$ cat src/rtl/shift_sequencer.sv
// Multi-cycle shift controller: one single-bit shift per clock until the amount is used up.
// Optional SHSEQ_ROT_MOD_EN: rotates load count = amt mod WIDTH.
module shift_sequencer #(
  parameter int WIDTH = 4,
  parameter int AMT_W = 3
) (
  input  logic             clk,
  input  logic             rst,
  input  logic             start,
  input  logic             abort,
  input  logic [2:0]       op,
  input  logic [WIDTH-1:0] din,
  input  logic [AMT_W-1:0] amt,
  output logic [WIDTH-1:0] dout,
  output logic             busy,
  output logic             done,
  output logic             ovf,
  output logic             err
);

  typedef enum logic [1:0] {
    IDLE  = 2'd0,
    SHIFT = 2'd1,
    DONE  = 2'd2
  } state_t;

  localparam logic [2:0] OP_ROR = 3'b000;
  localparam logic [2:0] OP_ROL = 3'b001;
  localparam logic [2:0] OP_SRL = 3'b010;
  localparam logic [2:0] OP_SLL = 3'b011;
  localparam logic [2:0] OP_SRA = 3'b100;

  state_t           state_reg, state_next;
  logic [WIDTH-1:0] r_reg, r_next, r_step;
  logic [AMT_W-1:0] count_reg, count_next, load_amt;
  logic [2:0]       op_reg, op_next;
  logic             ovf_reg, ovf_next;
  logic             err_reg, err_next;
  logic             op_legal;

  assign op_legal = (op <= OP_SRA);

  always_comb begin
    load_amt = amt;
`ifdef SHSEQ_ROT_MOD_EN
    // A full rotation is the identity, so only the residue needs stepping.
    if (op == OP_ROR || op == OP_ROL) begin
      load_amt = amt & AMT_W'(WIDTH - 1);
    end
`endif
  end

  always_comb begin
    case (op_reg)
      OP_ROR:  r_step = {r_reg[0], r_reg[WIDTH-1:1]};
      OP_ROL:  r_step = {r_reg[WIDTH-2:0], r_reg[WIDTH-1]};
      OP_SRL:  r_step = {1'b0, r_reg[WIDTH-1:1]};
      OP_SLL:  r_step = {r_reg[WIDTH-2:0], 1'b0};
      OP_SRA:  r_step = {r_reg[WIDTH-1], r_reg[WIDTH-1:1]};
      default: r_step = r_reg;
    endcase
  end

  always_ff @(posedge clk or posedge rst) begin
    if (rst) begin
      state_reg <= IDLE;
      r_reg     <= '0;
      count_reg <= '0;
      op_reg    <= '0;
      ovf_reg   <= 1'b0;
      err_reg   <= 1'b0;
    end else begin
      state_reg <= state_next;
      r_reg     <= r_next;
      count_reg <= count_next;
      op_reg    <= op_next;
      ovf_reg   <= ovf_next;
      err_reg   <= err_next;
    end
  end

  always_comb begin
    state_next = state_reg;
    r_next     = r_reg;
    count_next = count_reg;
    op_next    = op_reg;
    ovf_next   = ovf_reg;
    err_next   = err_reg;
    case (state_reg)
      IDLE: begin
        if (start) begin
          r_next   = din;
          ovf_next = 1'b0;
          if (op_legal) begin
            op_next    = op;
            count_next = load_amt;
            err_next   = 1'b0;
            state_next = (load_amt != '0) ? SHIFT : DONE;
          end else begin
            count_next = '0;
            err_next   = 1'b1;
            state_next = DONE;
          end
        end
      end
      SHIFT: begin
        if (abort) begin
          state_next = IDLE;
        end else begin
          r_next = r_step;
          if (op_reg == OP_SLL && r_reg[WIDTH-1]) begin
            ovf_next = 1'b1;
          end
          // Guarded decrement keeps count from wrapping.
          if (count_reg != '0) begin
            count_next = count_reg - AMT_W'(1);
          end
          if (count_reg <= AMT_W'(1)) begin
            state_next = DONE;
          end
        end
      end
      DONE:    state_next = IDLE;
      default: state_next = IDLE;
    endcase
  end

  assign dout = r_reg;
  assign busy = (state_reg != IDLE);
  assign done = (state_reg == DONE);
  assign ovf  = ovf_reg;
  assign err  = err_reg;

endmodule

$ cat config.mk
export PLATFORM = sky130hd
export DESIGN_NAME = shift_sequencer
export DESIGN_NICKNAME = d
export VERILOG_FILES = /design/src/rtl/shift_sequencer.sv
export SDC_FILE = /design/constraint.sdc
export NUM_CORES = 1
export LEC_CHECK = 0
export BUFFER_PORTS_ARGS = -buffer_cell sky130_fd_sc_hd__buf_2
export CORE_UTILIZATION = 45
export CTS_BUF_LIST = sky130_fd_sc_hd__clkbuf_4
export DETAILED_ROUTE_END_ITERATION = 12
export HOLD_SLACK_MARGIN = 0.1
export PLACE_DENSITY_LB_ADDON = 0.12
export SLEW_MARGIN = 5
export SYNTH_ARGS = -nofsm -noshare
export SYNTH_HDL_FRONTEND = slang
export SYNTH_SLANG_ARGS = --single-unit
$ cat constraint.sdc
create_clock -name clk -period 1.5 [get_ports clk]
set_input_delay 0.15 -clock clk [delete_from_list [all_inputs] [get_ports clk]]
set_output_delay 0.15 -clock clk [all_outputs]
set_load 0.01 [all_outputs]
Word level (Yosys, flattened, before mapping). Cells that the tools add are included.

Register bits after elaboration: 14. Bits in latches: 0. RAM bits: 0. Memory bits (read-only): 0. Input port bits: 14. Output and inout port bits: 8. Word-level logic and storage cells: 58. Memories: 0.

Add/subtract/negate cells: 1. Multiply operators: 0. Divide/modulo/power cells: 0. Magnitude comparators: 2. Equal/unequal tests: 14. Shift operators: 0. Multiplexer cells: 20. Bitwise operators: 0. Reduce and logical (&&, ||, !) cells: 14.

Operators by type and width (number): $pmux W4 S5 (1); $mux W3 (4); $reduce_and A4 Y1 (3); $mux W2 (5); $ne A2 B2 Y1 const B (5); $mux W4 (2); $pmux W4 S2 (1); $eq A3 B2 Y1 const B (2); $ne A6 B6 Y1 const B (1); $pmux W3 S2 (1); $reduce_bool A3 Y1 (2); $ne A5 B5 Y1 const B (1); $reduce_and A5 Y1 (1); $mux W1 (4); $pmux W2 S2 (1); $reduce_and A2 Y1 (2); $reduce_bool A2 Y1 (2); $eq A3 B1 Y1 const B (1); $eq A3 B3 Y1 const B (1); $le A3 B1 Y1 const B (1); $le A3 B3 Y1 const B (1); $logic_not A3 Y1 (1); $ne A3 B3 Y1 const B (1); $reduce_and A3 Y1 (1); other kinds (6) (6).

Depth between registers and ports, before layout. Gate-level depths: netlist (run 1).

Depth in word-level cells: 5. Gate-level depth with buffers: 6. Depth with buffers taken out: 6.

Worst setup path after synthesis (run 1). OpenSTA, ideal clock, no wires.

Kind: flip-flop to flip-flop. Start: register state_reg[0]. End: register r_reg[0] (netlist: dout[0]). Library setup time: 125 ps. Data arrival time: 1384 ps. Required time: 1375 ps. Setup slack: -9 ps. Cell stages (with the launch flop): 5. Path buffers: 0. Period minus slack after synthesis: 1509 ps. Cell sequence: dfrtp_1 nor2b_2 nor2_2 a311oi_2 mux2_2.

Word-level cells in the longest chain between the ends: 3. Elaborated cells between the ends (all ways): 8. Classes of those cells: 4 x eq/ne; 1 x mux; 3 x reduce/logical.

Ends and longest elaborated chain: start: declaration (RTL line 33) `state_t state_reg, state_next;`; start signal: assignment (RTL line 73) `state_reg <= state_next;`; $eq A2 B1 Y1 / $logic_not A2 Y1 (equally long branches) (RTL line 89) `case (state_reg)`; $ne A6 B6 Y1 (no source line) (tied with other cells); $reduce_and A4 Y1 (no source line); end signal: assignment (RTL line 74) `r_reg <= r_next;`; end: declaration (RTL line 34) `logic [WIDTH-1:0] r_reg, r_next, r_step;`.

Parallel ways exist; a longest one is shown, timed or not. A chain may end at the register's enable or synchronous reset.

Worst setup path after layout (run 1). Same ends and word-level chain as after synthesis.

==> results of run 1 <==
## power by group through the flow
stage                     combinational (mW)  clock (mW)  sequential, mW
final                                   1.07       0.222           0.688
after global routing                    1.19       0.244           0.714
after CTS                               1.06       0.220           0.684
after detailed placement                1.02           0           0.686
after global placement                  1.00           0           0.683
after floorplan                        0.603           0           0.700
## layout make-up
cell class | count | area [um^2] | area share [%]
multi-input combinational | 70 | 496.7 | 42.78
sequential | 14 | 350.3 | 30.17
timing repair buffer | 38 | 237.7 | 20.47
tap | 25 | 31.28 | 2.694
clock buffer | 3 | 22.52 | 1.940
inverter | 6 | 22.52 | 1.940
## per-stage QoR
step	util [%]	instance area (um^2)	hold WS [ns]	setup WS, ns	cells
floorplan	-	867.1	0.03922	0.0003347	93
global route	65.82	1161	0.1068	-0.02054	156
global placement	62.20	1097	0.2153	0.01695	150
CTS	65.67	1159	0.1098	-0.005010	156
detailed placement	62.20	1097	0.2239	-0.02809	150
finish	65.82	1161	0.1144	0.04589	156
## how the worst max path moves through the flow
stage	slack, ns	end	start	depth (start not counted)
floorplan	0.0003	dout[0]$_DFFE_PP0P_	state_reg[0]$_DFFE_PP0P_	4
global placement	0.02	dout[2]$_DFFE_PP0P_	op_reg[0]$_DFFE_PP0P_	3
detailed placement	-0.03	dout[2]$_DFFE_PP0P_	state_reg[0]$_DFFE_PP0P_	4
CTS	-0.005	dout[2]$_DFFE_PP0P_	op_reg[0]$_DFFE_PP0P_	3
global route	-0.02	dout[2]$_DFFE_PP0P_	state_reg[0]$_DFFE_PP0P_	4
finish	0.05	dout[0]$_DFFE_PP0P_	state_reg[0]$_DFFE_PP0P_	4
## logic make-up after synthesis
family,synth area share [%]
AND/OR/NAND/NOR,21.05
buffers and inverters,3.918
AO/OA/AOI/OAI,20.03
flip-flops,40.64
multiplexers,10.01
adder cells (fa/ha/maj),4.355
## worst reg2reg max path: cells and delay by family (launching register included)
kind | cells | cell delay, ns
flops | 1 | 0.43
mux | 1 | 0.38
compound gates | 1 | 0.28
simple gates | 2 | 0.26
## cells in the mapped netlist, types with 3 or more instances
library cell   n  area, um^2
nor3_1         3       15.01
nand2_1        7       26.28
nand2b_1       3       18.77
o21ai_0        8       40.04
dfrtp_1       14       350.3
clkbuf_1       3       11.26
nor2_1         7       26.28
inv_1          6       22.52
mux2i_1        3       30.03
ha_1           3       37.54
mux2_2         5       56.30
a21oi_1        5       25.02
## layer usage
| metal | global-route usage (%) | share of wire [%] |
|---|---|---|
| met5 | 0 | 0 |
| met4 | 7.059 | 0.84 |
| met3 | 5.159 | 3.7 |
| met2 | 37.71 | 46 |
| met1 | 30.75 | 49 |
## what timing repair did
item,CTS,global route
resized for setup,1,3
buffers inserted,1,0
hold buffers,2,0
pin swaps,1,2
hold endpoints to repair,15,0
endpoints found under the setup margin,4,5
==> impl_metrics.env, run 1 <==
export IMPL_worst_ep_required_time_ns=1.67
export IMPL_ios=22
export IMPL_die_w_um=45.77
export IMPL_finalWirelength_um=2021
export IMPL_row_count=15
export IMPL_die_h_um=45.77
export IMPL_skew_ns=0.006386
export IMPL_wire_per_inst_um=12.96
export IMPL_layout_drive_gt1_share_pct=41.98
export IMPL_root_buffer="clkbuf_4"
export IMPL_cts_reportedPaths_clkPinSlew_ns=0.08
export IMPL_antenna_found_initial=0
export IMPL_start_kind="flip-flop"
export IMPL_fmax_mhz=687.7
export IMPL_reg2reg_to="dout[0]$_DFFE_PP0P_"
export IMPL_drv_slew=0
export IMPL_finalCriticalPeriod_ns=1.454
export IMPL_grt_ovfl_total=0
export IMPL_rsz0062_at_grt="true"
export IMPL_hold_viol=0
export IMPL_cp_slowest_cell="dfrtp_1"
export IMPL_drc=0
export IMPL_r2r_setup_slack_ns=0.05
export IMPL_drt_iter0_drc=9
export IMPL_syn_area_per_cell_um2=9.270
export IMPL_viasPerCell=5.244
export IMPL_routabilityCongestion=0.8102
export IMPL_status="completed"
export IMPL_min_to="op_reg[0]$_DFFE_PP0P_"
export IMPL_yosys_register_bits=14
export IMPL_netSwitchingFraction_pct=39.53
export IMPL_path_max_fanout=4
export IMPL_p_sw_uw=782.8
export IMPL_yosysWarnings=0
export IMPL_layout_commonest_cell="buf_2"
export IMPL_synthArstFlopShare_pct=100.0
export IMPL_dpl_hpwl_um=1553
export IMPL_dr_pass1_iters=4
export IMPL_path_class="reg2reg"
export IMPL_p_seq_share_pct=34.7
export IMPL_ir_drop_mv=1.109
export IMPL_tightest_slew_ns=0.5607
export IMPL_cp_top_family="flip-flops"
export IMPL_final_setup_viol_count=0
export IMPL_synthDistinctLibCells=34
export IMPL_grt_pass1_wl_um=3346
export IMPL_route_antenna_remaining_nets=0
export IMPL_grt_max_degree=15
export IMPL_netlist_instances=93
export IMPL_ctsLongestPathBuffers=2
export IMPL_insertion_delay_ns=0.29
export IMPL_reg2reg_depth=4
export IMPL_htree_levels=1
export IMPL_power_density_nw_per_um2=1706
export IMPL_path_buf_inv=0
export IMPL_hold_depth=2
export IMPL_portBuffers=21
export IMPL_intPower_mw=1.198
export IMPL_critPathMaxStageDelay_ns=0.43
export IMPL_largest_reg_flops=4
export IMPL_power_mw=1.980
export IMPL_syn_to_final_growth_pct=34.69
export IMPL_fillers=164
export IMPL_core_area_um2=1764
export IMPL_initial_utilization_pct=48.87
export IMPL_crit_chain="and2b_4 > nor2_2 > a311oi_4 > mux2_2"
export IMPL_grt_pass1_vias=730
export IMPL_maxCapViolations=0
export IMPL_cts_made_buffers=3
export IMPL_tns_ns=0
export IMPL_track_usage_pct=23.20
export IMPL_reg2reg_from="state_reg[0]$_DFFE_PP0P_"
export IMPL_cts_tree="built"
export IMPL_synth_seq_area_share_pct=40.64
export IMPL_layout_common_cells="21 x buf_2, 15 x buf_4, 14 x dfrtp_1"
export IMPL_critPathArrivalTime_ns=1.63
export IMPL_n_antenna_cell=0
export IMPL_via_count=818
export IMPL_finalCritPeriodShare_pct=96.94
export IMPL_p_leak_nw=0.5793
export IMPL_worstSetupEndpointType="flip-flop"
export IMPL_ys_flop_type="dfrtp_1"
export IMPL_hp_start="op[0]"
export IMPL_synth_nets=110
export IMPL_synth_cell_area_um2=862.1
export IMPL_combPwrFrac_pct=54.1
export IMPL_nets=150
export IMPL_clkSinkCount=14
export IMPL_clock_power_share_pct=11.2
export IMPL_synth_edf_count=0
export IMPL_slew_limit_headroom_pct=62.58
export IMPL_dieArea_um2=2095
export IMPL_hp_class="in2reg"
No activity file was read; power rests on OpenSTA's default activity.
==> inputs of run 2 (changes only) <==
ABC_AREA = 1   (was default)
==> run 2 against run 1 <==
Effect of this change: synthesized cell count is 43% higher; worst setup slack better by 0.19 ns; synthesized area is 3.0% higher; hold slack better by 0.033 ns; critical path type unchanged; highest routed layer unchanged.
==> impl_metrics.env, run 2 <==
export IMPL_ir_drop_mv=0.9180
export IMPL_yosysMostFrequentCell="nand2_1"
export IMPL_hp_class="in2reg"
export IMPL_path_max_fanout=4
export IMPL_post_cts_buffers=0
export IMPL_grt_pass1_vias=763
export IMPL_htree_levels=1
export IMPL_ys_top_cells_by_area="dfrtp_1 39%, nand2_1 20%, inv_1 7.6%"
export IMPL_netlist_area_leader_share_pct=39.44
export IMPL_layout_commonest_cell="nand2_1"
export IMPL_ios=22
export IMPL_p_leak_nw=0.6232
export IMPL_finalWirelength_um=1877
export IMPL_worst_ep_required_time_ns=1.67
export IMPL_tns_ns=0
export IMPL_wire_per_inst_um=10.26
export IMPL_layout_common_cells="47 x nand2_1, 21 x buf_2, 18 x inv_1"
export IMPL_syn_area_per_cell_um2=6.679
export IMPL_finalCriticalPeriod_ns=1.260
export IMPL_viasPerCell=4.727
export IMPL_rsz0062_at_grt="false"
export IMPL_synthArstFlopShare_pct=100.0
export IMPL_core_area_um2=1783
export IMPL_largest_reg_flops=4
export IMPL_power_density_nw_per_um2=1818
export IMPL_yosys_register_bits=14
export IMPL_synth_edf_count=0
export IMPL_drt_iter0_drc=14
export IMPL_routabilityCongestion=0.8178
export IMPL_worstSetupEndpointType="flip-flop"
export IMPL_cts_tree="built"
export IMPL_netlist_instances=133
export IMPL_root_buffer="clkbuf_4"
export IMPL_finalInstanceArea_um2=1057
export IMPL_tightest_slew_ns=0.5422
export IMPL_synth_nets=150
export IMPL_syn_to_final_growth_pct=19.01
export IMPL_grt_ovfl_total=0
export IMPL_grt_pass1_wl_um=3070
export IMPL_die_w_um=46.43
export IMPL_synth_cell_area_um2=888.4
export IMPL_skew_ns=0.005012
export IMPL_row_count=15
export IMPL_fillers=183
export IMPL_n_antenna_cell=0
export IMPL_place_area_um2=1025
export IMPL_hold_viol=0
export IMPL_dr_pass1_iters=4
export IMPL_ff_latch_area_um2=350.3
export IMPL_yosysWarnings=0
export IMPL_slew_limit_headroom_pct=63.81
export IMPL_multi_input_area_um2=455.4
export IMPL_synth_common_cells="47 x nand2_1, 18 x inv_1, 14 x dfrtp_1, 12 x nand3_1, 12 x nor2_1"
export IMPL_cts_made_buffers=3
export IMPL_layout_drive_gt1_share_pct=22.78
export IMPL_via_count=865
export IMPL_finalCritPeriodShare_pct=84.03
export IMPL_portBuffers=21
export IMPL_dpl_hpwl_um=1503
export IMPL_ctsLongestPathBuffers=2
export IMPL_clkSinkCount=14
export IMPL_drc=0
export IMPL_ys_flop_type="dfrtp_1"
export IMPL_cts_reportedPaths_clkPinSlew_ns=0.08
export IMPL_dieArea_um2=2156
export IMPL_synthDistinctLibCells=17
export IMPL_synth_seq_area_share_pct=39.44
export IMPL_final_setup_viol_count=0
export IMPL_antenna_found_initial=0
export IMPL_critPathArrivalTime_ns=1.43
export IMPL_maxCapViolations=0
export IMPL_fmax_mhz=793.4
export IMPL_route_antenna_remaining_nets=0
export IMPL_yosysTopAreaCell="dfrtp_1"
export IMPL_power_mw=1.923
export IMPL_initial_utilization_pct=49.82
export IMPL_drv_slew=0
export IMPL_track_usage_pct=20.52
export IMPL_start_kind="flip-flop"
export IMPL_insertion_delay_ns=0.27
export IMPL_die_h_um=46.43
export IMPL_nets=177
export IMPL_path_class="reg2reg"
export IMPL_status="completed"
export IMPL_grt_max_degree=15
## run 2: changes by cell type after synthesis, moves of 5 or more
cell	previous run	this run
nand2_1	7	47
inv_1	6	18
nand3_1	2	12
o21ai_0	8	2
mux2_2	5	0
nor2_1	7	12
## run 2: through the flow
stage | hold WS (ns) | setup slack, ns | util, % | instances
2_1_floorplan | 0.03922 | 0.3155 | - | 133
3_3_place_gp | 0.2255 | 0.2865 | 57.47 | 179
3_5_place_dp | 0.2297 | 0.2360 | 57.47 | 179
4_1_cts | 0.1448 | 0.2346 | 59.30 | 183
5_1_grt | 0.1520 | 0.1210 | 59.30 | 183
6_report | 0.1469 | 0.2396 | 59.30 | 183
## run 2: logic make-up (layout without fill, tap and decap cells)
logic type / count (synthesis) / count (layout) / share of synthesized area [%]
AOI/OAI and AO/OA: 14 / 14 / 8.169
adders and majority gates: 3 / 3 / 4.226
buffers and inverters: 22 / 47 / 9.295
DFF: 14 / 14 / 39.44
and+or+nand+nor: 80 / 80 / 38.87
## run 2: worst max-delay path, cell delays in order (launching register included)
cell and delay (ns):
dfrtp_1 0.38, inv_1 0.09, ha_1 0.21, or2_2 0.27, nand3_1 0.07, nand2_1 0.05, nand2_1 0.05, nand2_1 0.04
## run 2: final timing paths
kind,from,end,slack (ns),cells past startpoint
hold / removal,op[1],op_reg[1]$_DFFE_PP0P_,0.15,3
setup reg to reg,count_reg[0]$_DFFE_PP0P_,count_reg[2]$_DFFE_PP0P_,0.24,7
setup / recovery,count_reg[0]$_DFFE_PP0P_,count_reg[2]$_DFFE_PP0P_,0.24,7
max in group asynchronous,rst,state_reg[1]$_DFFE_PP0P_,0.69,3
min in group asynchronous,rst,dout[1]$_DFFE_PP0P_,0.45,3
hold reg to reg,err$_DFFE_PP0P_,err$_DFFE_PP0P_,0.49,1
## run 2: metal layers
layer,track usage [%],routed length (um),part of all wire (%)
met1,25.74,863,46
met2,33.06,912,49
met3,3.529,60,3.2
met4,11.18,40,2.1
met5,0,0,0
## run 2: power breakdown
group	total (mW)	switching [mW]	internal (mW)
logic	1.02	0.645	0.371
clock network	0.209	0.116	0.0928
registers	0.697	0.149	0.548
total	1.92	0.911	1.01
## run 2: final cells by class
type                       instances  share of cell area, %
clock buffer                       3                  2.130
tap                               25                  2.959
multi-input combinational         97                  43.08
sequential                        14                  33.14
inverter                          22                  7.811
timing repair buffer              22                  10.89
## run 2: what timing repair did
| item | CTS | global route |
|---|---|---|
| hold buffers | 1 | 0 |
| setup endpoints to repair | 0 | 0 |
| hold endpoints to repair | 14 | 0 |
| gates resized for setup | 0 | 0 |
==> inputs of run 3 (changes only) <==
clock period = 1.25 ns   (was 1.5 ns; I/O delays follow)
==> run 3 against run 2 <==
Effect of this change: the run now ends with setup timing left; count of clock-buffer cells in the layout did not move; core utilization up 6.2 points; total power rose by 32%; cell area is 11% higher; via count up 5.3%; first-iteration DRC count decreased by 29%; largest cell class unchanged; largest power group unchanged.
==> impl_metrics.env, run 3 (synthesis results as in run 2) <==
export IMPL_grt_pass1_wl_um=3001
export IMPL_worstSetupEndpointType="output pin"
export IMPL_wire_per_inst_um=9.804
export IMPL_status="finished with violations"
export IMPL_dieArea_um2=2156
export IMPL_track_usage_pct=19.29
export IMPL_rsz0062_at_grt="true"
export IMPL_core_area_um2=1783
export IMPL_drc=0
export IMPL_finalWirelength_um=1902
export IMPL_ir_drop_mv=1.238
export IMPL_row_count=15
export IMPL_ios=22
export IMPL_syn_to_final_growth_pct=31.55
export IMPL_grt_pass1_vias=773
export IMPL_route_antenna_remaining_nets=0
export IMPL_final_setup_viol_count=1
export IMPL_layout_drive_gt1_share_pct=33.73
export IMPL_grt_ovfl_total=0
export IMPL_die_w_um=46.43
export IMPL_drv_slew=0
export IMPL_critPathArrivalTime_ns=1.13
export IMPL_cts_reportedPaths_clkPinSlew_ns=0.08
export IMPL_via_count=911
export IMPL_dpl_hpwl_um=1440
export IMPL_tns_ns=-0.002820
export IMPL_cts_made_buffers=3
export IMPL_antenna_found_initial=0
export IMPL_cp_slowest_cell="dfrtp_1"
export IMPL_portBuffers=21
export IMPL_nets=187
export IMPL_hp_class="in2reg"
export IMPL_start_kind="flip-flop"
export IMPL_drt_iter0_drc=10
export IMPL_slew_limit_headroom_pct=64.30
export IMPL_clkSinkCount=14
export IMPL_postLayoutSetupSlackWorst_ns=-0.002820
export IMPL_fmax_mhz=798.2
export IMPL_power_density_nw_per_um2=2170
export IMPL_path_max_fanout=3
export IMPL_maxCapViolations=0
export IMPL_dr_pass1_iters=3
export IMPL_routabilityCongestion=0.8368
export IMPL_htree_levels=1
export IMPL_worst_ep_required_time_ns=1.12
export IMPL_path_class="reg2out"
export IMPL_finalCritPeriodShare_pct=100.2
export IMPL_largest_reg_flops=4
export IMPL_failed_checks="setup timing"
export IMPL_root_buffer="clkbuf_4"
export IMPL_critPathMaxStageDelay_ns=0.42
export IMPL_finalCriticalPeriod_ns=1.253
export IMPL_n_antenna_cell=0
export IMPL_initial_utilization_pct=49.82
export IMPL_viasPerCell=4.696
export IMPL_cts_tree="built"
export IMPL_fin_util_pct=65.54
export IMPL_hold_viol=0
export IMPL_insertion_delay_ns=0.27
export IMPL_skew_ns=0.001437
export IMPL_die_h_um=46.43
export IMPL_layout_common_cells="46 x nand2_1, 21 x buf_2, 15 x inv_1"
export IMPL_tightest_slew_ns=0.5349
export IMPL_crit_chain="nor2_2 > buf_4 > inv_2 > buf_2"
export IMPL_p_leak_nw=0.6726
export IMPL_layout_commonest_cell="nand2_1"
export IMPL_ctsLongestPathBuffers=2
export IMPL_grt_max_degree=15
run 3: layout make-up:
type | count | area [um^2]
fillers | 155 | 614.3
inverters | 22 | 82.58
multi-input cells | 97 | 483.0
clock buffers | 3 | 22.52
clock inverters | 1 | 3.754
well taps | 25 | 31.28
repair buffers | 32 | 193.9
flip-flops and latches | 14 | 351.6
run 3: timing repair:
action,4_1_cts,5_1_grt
gates resized for setup,1,12
endpoints found under the hold margin,14,0
pin swaps,0,2
hold buffers,1,0
endpoints found under the setup margin,2,11
setup buffers,3,3
run 3: metrics by stage:
stage | hold WS, ns | power [mW] | instance area [um^2] | setup slack, ns | cells
global placement | 0.1952 | 2.067 | 1055 | 0.04389 | 183
finish | 0.1042 | 2.536 | 1169 | -0.002820 | 194
detailed placement | 0.1919 | 2.102 | 1055 | -0.001328 | 183
CTS | 0.1092 | 2.420 | 1115 | -0.005287 | 191
global route | 0.1278 | 2.809 | 1169 | -0.05713 | 194
floorplan | 0.01422 | 1.716 | 888.4 | 0.06551 | 133
run 3: worst max-delay path, delay by kind of cell, from the launching register on:
kind                   cells  cell delay, ns
flip-flops                 1            0.42
buffers and inverters      3            0.28
AND/OR/NAND/NOR            1            0.15
run 3: path summary, 6_finish.rpt:
kind / slack (ns) / from / to / cells after the start
max reg2reg: 0.07 / state_reg[1]$_DFFE_PP0P_ / dout[1]$_DFFE_PP0P_ / 7
min in group asynchronous: 0.43 / rst / dout[1]$_DFFE_PP0P_ / 3
min reg2reg: 0.50 / err$_DFFE_PP0P_ / err$_DFFE_PP0P_ / 1
max: -0.003 / state_reg[1]$_DFFE_PP0P_ / busy / 4
max in group asynchronous: 0.44 / rst / state_reg[0]$_DFFE_PP0P_ / 3
min: 0.10 / op[1] / op_reg[1]$_DFFE_PP0P_ / 3
run 3: layer usage:
layer  track usage [%]  vias to the layer above  routed length, um
met2             31.11                       13                895
met4             7.059                        0                 15
met5                 0                        -                  0
met1             25.36                      416                946
met3             3.529                        2                 44
li1                  -                      480                  -
run 3: power breakdown:
part	internal, mW	switching, mW
Clock	0.115	0.142
Sequential	0.660	0.172
Combinational	0.609	0.838
Total	1.39	1.15
